**src/rtl/input_memory_reader_pkg.sv**
```systemverilog
// rtl/input_memory_reader_pkg.sv - shared types and sizing helpers for the input memory reader
package input_memory_reader_pkg;

    typedef enum logic [1:0] {
        S_IDLE,
        S_FETCH,
        S_STREAM,
        S_DONE
    } reader_state_t;

    localparam int unsigned DEFAULT_N         = 4;
    localparam int unsigned DEFAULT_P         = 4;
    localparam int unsigned DEFAULT_MAX_LEN   = 8;

    // A counter for n distinct values needs at least one bit even when n is 1.
    function automatic int unsigned counter_width(input int unsigned n);
        return (n > 1) ? $clog2(n) : 1;
    endfunction

    function automatic bit splits_evenly(input int unsigned n, input int unsigned p);
        return (p != 0) && ((n % p) == 0);
    endfunction

endpackage

```
**src/rtl/input_memory_reader.sv**
```systemverilog
// rtl/input_memory_reader.sv - fetches N-element vectors from memory in P-element beats and streams them out
module input_memory_reader
    import input_memory_reader_pkg::*;
#(
    parameter int INPUT_DATA_WIDTH             = 8,
    parameter int N                            = DEFAULT_N,
    parameter int MEMORY_ADDRESS_BITS          = 64,
    parameter int PARALLEL_DATA_STREAMING_SIZE = DEFAULT_P,
    parameter int MAX_MATRIX_LENGTH            = DEFAULT_MAX_LEN,
    localparam int P     = PARALLEL_DATA_STREAMING_SIZE,
    localparam int LEN_W = $clog2(MAX_MATRIX_LENGTH + 1)
) (
    input  logic                                  clk,
    input  logic                                  reset,
    input  logic                                  instruction_valid,
    output logic                                  instruction_ready,
    input  logic [MEMORY_ADDRESS_BITS-1:0]        address_input,
    input  logic [LEN_W-1:0]                      length_input,
    input  logic                                  input_by_row_instruction,
    output logic                                  completed_valid,
    input  logic                                  completed_ready,
    output logic                                  read_valid,
    input  logic                                  read_ready,
    output logic [MEMORY_ADDRESS_BITS-1:0]        read_address,
    input  logic [P-1:0][INPUT_DATA_WIDTH-1:0]    read_data,
    output logic                                  data_valid,
    input  logic                                  data_ready,
    output logic                                  input_by_row,
    output logic [N-1:0][INPUT_DATA_WIDTH-1:0]    data_streaming
);

    localparam int BEATS  = N / P;
    localparam int BEAT_W = counter_width(BEATS);

    if (!splits_evenly(N, P)) begin : g_bad_split
        $error("PARALLEL_DATA_STREAMING_SIZE must divide N");
    end

    reader_state_t                        state;
    logic [MEMORY_ADDRESS_BITS-1:0]       addr_reg;
    logic [LEN_W-1:0]                     remaining;
    logic [BEAT_W-1:0]                    beat;
    logic [N-1:0][INPUT_DATA_WIDTH-1:0]   buffer;

    assign read_address   = addr_reg;
    assign data_streaming = buffer;

    // All handshake outputs are registers so ready inputs never reach a valid combinationally.
    always_ff @(posedge clk) begin
        if (reset) begin
            state             <= S_IDLE;
            instruction_ready <= 1'b1;
            read_valid        <= 1'b0;
            data_valid        <= 1'b0;
            completed_valid   <= 1'b0;
            input_by_row      <= 1'b0;
            addr_reg          <= '0;
            remaining         <= '0;
            beat              <= '0;
            buffer            <= '0;
        end else begin
            case (state)
                S_IDLE: begin
                    if (instruction_valid) begin
                        addr_reg          <= address_input;
                        remaining         <= length_input;
                        input_by_row      <= input_by_row_instruction;
                        beat              <= '0;
                        instruction_ready <= 1'b0;
                        if (length_input != '0) begin
                            state      <= S_FETCH;
                            read_valid <= 1'b1;
                        end else begin
                            state           <= S_DONE;
                            completed_valid <= 1'b1;
                        end
                    end
                end
                S_FETCH: begin
                    if (read_ready) begin
                        for (int b = 0; b < BEATS; b++) begin
                            if (beat == BEAT_W'(b)) begin
                                for (int i = 0; i < P; i++) begin
                                    buffer[b*P+i] <= read_data[i];
                                end
                            end
                        end
                        addr_reg <= addr_reg + MEMORY_ADDRESS_BITS'(P);
                        if (beat == BEAT_W'(BEATS - 1)) begin
                            beat       <= '0;
                            state      <= S_STREAM;
                            read_valid <= 1'b0;
                            data_valid <= 1'b1;
                        end else begin
                            beat <= beat + BEAT_W'(1);
                        end
                    end
                end
                S_STREAM: begin
                    if (data_ready) begin
                        data_valid <= 1'b0;
                        remaining  <= remaining - LEN_W'(1);
                        if (remaining == LEN_W'(1)) begin
                            state           <= S_DONE;
                            completed_valid <= 1'b1;
                        end else begin
                            state      <= S_FETCH;
                            read_valid <= 1'b1;
                        end
                    end
                end
                S_DONE: begin
                    if (completed_ready) begin
                        completed_valid   <= 1'b0;
                        instruction_ready <= 1'b1;
                        state             <= S_IDLE;
                    end
                end
                default: state <= S_IDLE;
            endcase
        end
    end

    a_length_legal: assert property (@(posedge clk) disable iff (reset)
        (instruction_valid && instruction_ready) |-> (length_input <= LEN_W'(MAX_MATRIX_LENGTH)));

endmodule

```
**config.mk**
```make
export PLATFORM = sky130hd
export DESIGN_NAME = input_memory_reader
export DESIGN_NICKNAME = d
export VERILOG_FILES = /design/src/rtl/input_memory_reader_pkg.sv /design/src/rtl/input_memory_reader.sv
export SDC_FILE = /design/constraint.sdc
export NUM_CORES = 1
export LEC_CHECK = 0
export CAP_MARGIN = 15
export CELL_PAD_IN_SITES_DETAIL_PLACEMENT = 0
export CELL_PAD_IN_SITES_GLOBAL_PLACEMENT = 1
export CORE_ASPECT_RATIO = 2
export CORE_UTILIZATION = 30
export DETAILED_ROUTE_END_ITERATION = 10
export PLACE_DENSITY = 0.76
export SYNTH_ARGS = -nofsm -noshare
export SYNTH_HDL_FRONTEND = slang
export SYNTH_SLANG_ARGS = --single-unit
```
**constraint.sdc**
```tcl
create_clock -name clk -period 2.5 [get_ports clk]
set_input_delay 0.75 -clock clk [delete_from_list [all_inputs] [get_ports clk]]
set_output_delay 0.75 -clock clk [all_outputs]
set_load 0.005 [all_outputs]
```
==> qor.txt <==
Status: complete, no violations
Worst skew pair latency: 360 ps
Input/output buffers: 207
Mapped cell area: 6350 um^2
Ys flop type: dfxtp_1
TritonCTS clock tree: yes
Critical Path Fanout Max: 8
Die Width: 105 um
Max_cap viols: 0
Ant diodes: 0
Most frequent cell after synthesis: nand2_1
Final Cycle Share: 96.5%
Syn nets: 964
Area share of the largest cell type after synthesis: 33.7%
Synth Area per Inst: 7.49 um^2
Most frequent CP cell: buf_4
H-tree levels: 3
GRT overflow: 0
Largest net degree at the start of global routing: 51
Worst-path clk slew: 80 ps
EDFF count, synth: 0
IO Pins: 208
Root buffer cell: clkbuf_16
Clk buf depth: 2
WS Path Type: input pin to flop
CTS Buf Count: 9
Worst path max stage delay: 590 ps
Antenna Nets Post-Route: 0
Ys async rst share: 0%
Area contributors post-synth: dfxtp_1 (34%), nand2_1 (7.4%), a21oi_1 (6.9%)
Antenna violations before repair: 0
Area of the core: 20,800 um^2
Max Fclk: 415 MHz
Setup Fix Bufs, Post-CTS: 0
Area Overhead vs Synth: 52.8%
DRT Wirelength: 26,900 um
HP Class: flop to flop
Total track usage: 24.7%
First-pass GRT wire length: 41,900 um
Hold-fix buffers, CTS: 0
Setup-failing EPs final: 0
Share of cells above drive strength 1: 13.7%
# rows: 75
Seq/Total Area, Yosys: 33.7%
Die area: 21,800 um^2
Synthesized flop and latch total: 107
Maximum VDD drop: 0.492 mV
Leakage: 3.50 nW
Max Slew Vio Count: 0
Setup tns final: 0 ps
DPL Wire Length: 20,800 um
Vias in the first global route: 7,764
Setup crit end kind: flop
Period minus WS final: 2410 ps
Vias/cell: 5.52
CP startpoint kind: input pin
CTS Sinks: 107
Layout Skew: 10.8 ps
Yosys Warn Count: 0
Pre-Repair DR Iteration Count: 5
Required @ worst endpoint: 2750 ps
Vias post-DR: 7,687
DRC Markers: 0
Worst Tran Pin Value: 653 ps
Final Instance Area: 9710 um^2
Synth top cells by count: nand2_1 (126), dfxtp_1 (107), a21oi_1 (88), nor2_1 (50), clkbuf_1 (47)
Fillcell total: 2,203
Post-synth cell types: 67
Leading area contributor after synthesis: dfxtp_1
Critical-path cell list: clkdlybuf4s50_1, nor2b_1, buf_4, a2111oi_0, buf_4, o2bb2ai_1, a221oi_1, nor2_1
Synth Instances: 848
Placed inst area: 9420 um^2
Initial core utilization: 30.5%
Pwr dens: 1010 nW/um^2
Die height: 208 um
DR WL/cell: 19.3 um
Rel. slew slack: 55.3%
Nets: 1,234
RD Place Congestion: 0.921
Iteration-0 DRC Markers: 336
Slowest-stage cell, CP: a2111oi_0
CP arrival: 2670 ps
RSZ-0062 raised after global routing: false
Final Hold Viols: 0
## worst paths after layout
| path | from | end | slack (ps) | cells after the start |
|---|---|---|---|---|
| worst max-delay path | read_ready | read_address[38]$_SDFFE_PP0P_ | 90 | 8 |
| worst max register to register | read_address[36]$_SDFFE_PP0P_ | read_address[57]$_SDFFE_PP0P_ | 120 | 5 |
| worst min-delay path | data_streaming[11]$_SDFFE_PP0P_ | data_streaming[11]$_SDFFE_PP0P_ | 450 | 2 |
| worst min register to register | data_streaming[11]$_SDFFE_PP0P_ | data_streaming[11]$_SDFFE_PP0P_ | 450 | 2 |
## power by group
part	leakage, nW	switching (W)	internal, W	total [W]
Sequential	0.876	0.000607	0.00226	0.00286
Clock	0.132	0.000714	0.000710	0.00142
Combinational	2.49	0.00275	0.00274	0.00550
Total	3.50	0.00407	0.00571	0.00978
## layout by cell type, fill, tap and decap left out, drive strengths merged, types with 3 or more instances in the layout
cell type	Yosys	routed
ha	9	9
a31oi	28	28
or3	10	10
o31ai	3	3
o32ai	5	5
clkdlybuf4s50	0	205
o21ai	38	38
a211oi	10	10
a2bb2oi	4	4
nand4b	3	3
o211ai	8	8
mux2i	7	7
nor4	15	15
nor2	50	50
nand2b	3	3
and3	28	28
clkbuf	47	11
and2	8	8
o311ai	4	4
o31a	4	4
buf	15	115
and4	16	16
or4	20	20
dfxtp	107	107
a22oi	5	5
nor2b	14	14
o2bb2ai	3	3
o22ai	4	4
a31o	6	6
nand4	27	27
nand2	126	126
or4b	3	3
nor4b	3	3
a311oi	6	6
a21o	5	5
nor3	22	22
a21oi	88	88
inv	25	26
nand3	34	34
a221oi	5	5
## metal layers
metal	share of wire [%]	routed length, um	global-route usage (%)	up-vias
li1	-	-	-	3709
met1	35	9470	24.8	3661
met2	54	14500	46.4	247
met3	5.4	1460	4.74	70
met4	5.4	1440	14.8	0
met5	0	0	0	-
## flip-flops by register name, summed over array words and instances (netlist names)
name	count
read_valid	1
state	2
remaining	4
data_valid	1
input_by_row	1
instruction_ready	1
completed_valid	1
data_streaming	32
read_address	64
## kinds of logic after synthesis
logic type                 synth area share [%]
muxes                                      1.46
AOI/OAI and AO/OA                          25.2
DFF                                        33.7
buffers and inverters                      5.28
adders and majority gates                  1.77
and+or+nand+nor                            32.6
## worst max-delay path: cells and delay by family
family | cells | cell delay (ps)
AO/OA/AOI/OAI | 3 | 880
buffers and inverters | 3 | 900
AND/OR/NAND/NOR | 2 | 140
## per-stage QoR
stage	total power (W)	hold WS [ps]	utilization (%)	cells	worst slack (ps)
3_5_place_dp	0.00839	446	45.2	1376	-462
4_1_cts	0.00985	456	46.6	1392	54.8
5_1_grt	0.0105	475	46.6	1392	13.0
6_report	0.00978	454	46.6	1392	87.6
3_3_place_gp	0.00834	441	45.2	1376	-457
2_1_floorplan	0.00540	448	-	848	63.4
## cell type report
| cell class | count | area (um^2) | area share (%) |
|---|---|---|---|
| inverters | 25 | 93.8 | 0.967 |
| multi-input cells | 654 | 3890 | 40.1 |
| clock inverters | 5 | 37.5 | 0.387 |
| clock buffers | 11 | 243 | 2.50 |
| repair buffers | 321 | 2970 | 30.6 |
| flip-flops and latches | 107 | 2140 | 22.1 |
| well taps | 269 | 337 | 3.47 |
## repair_timing
item / CTS / global route
endpoints found under the setup margin: 13 / 1
resized for setup: 1 / 2
pin swaps: 0 / 0
gates cloned: 0 / 0
Power figures use the tool's default switching activity.
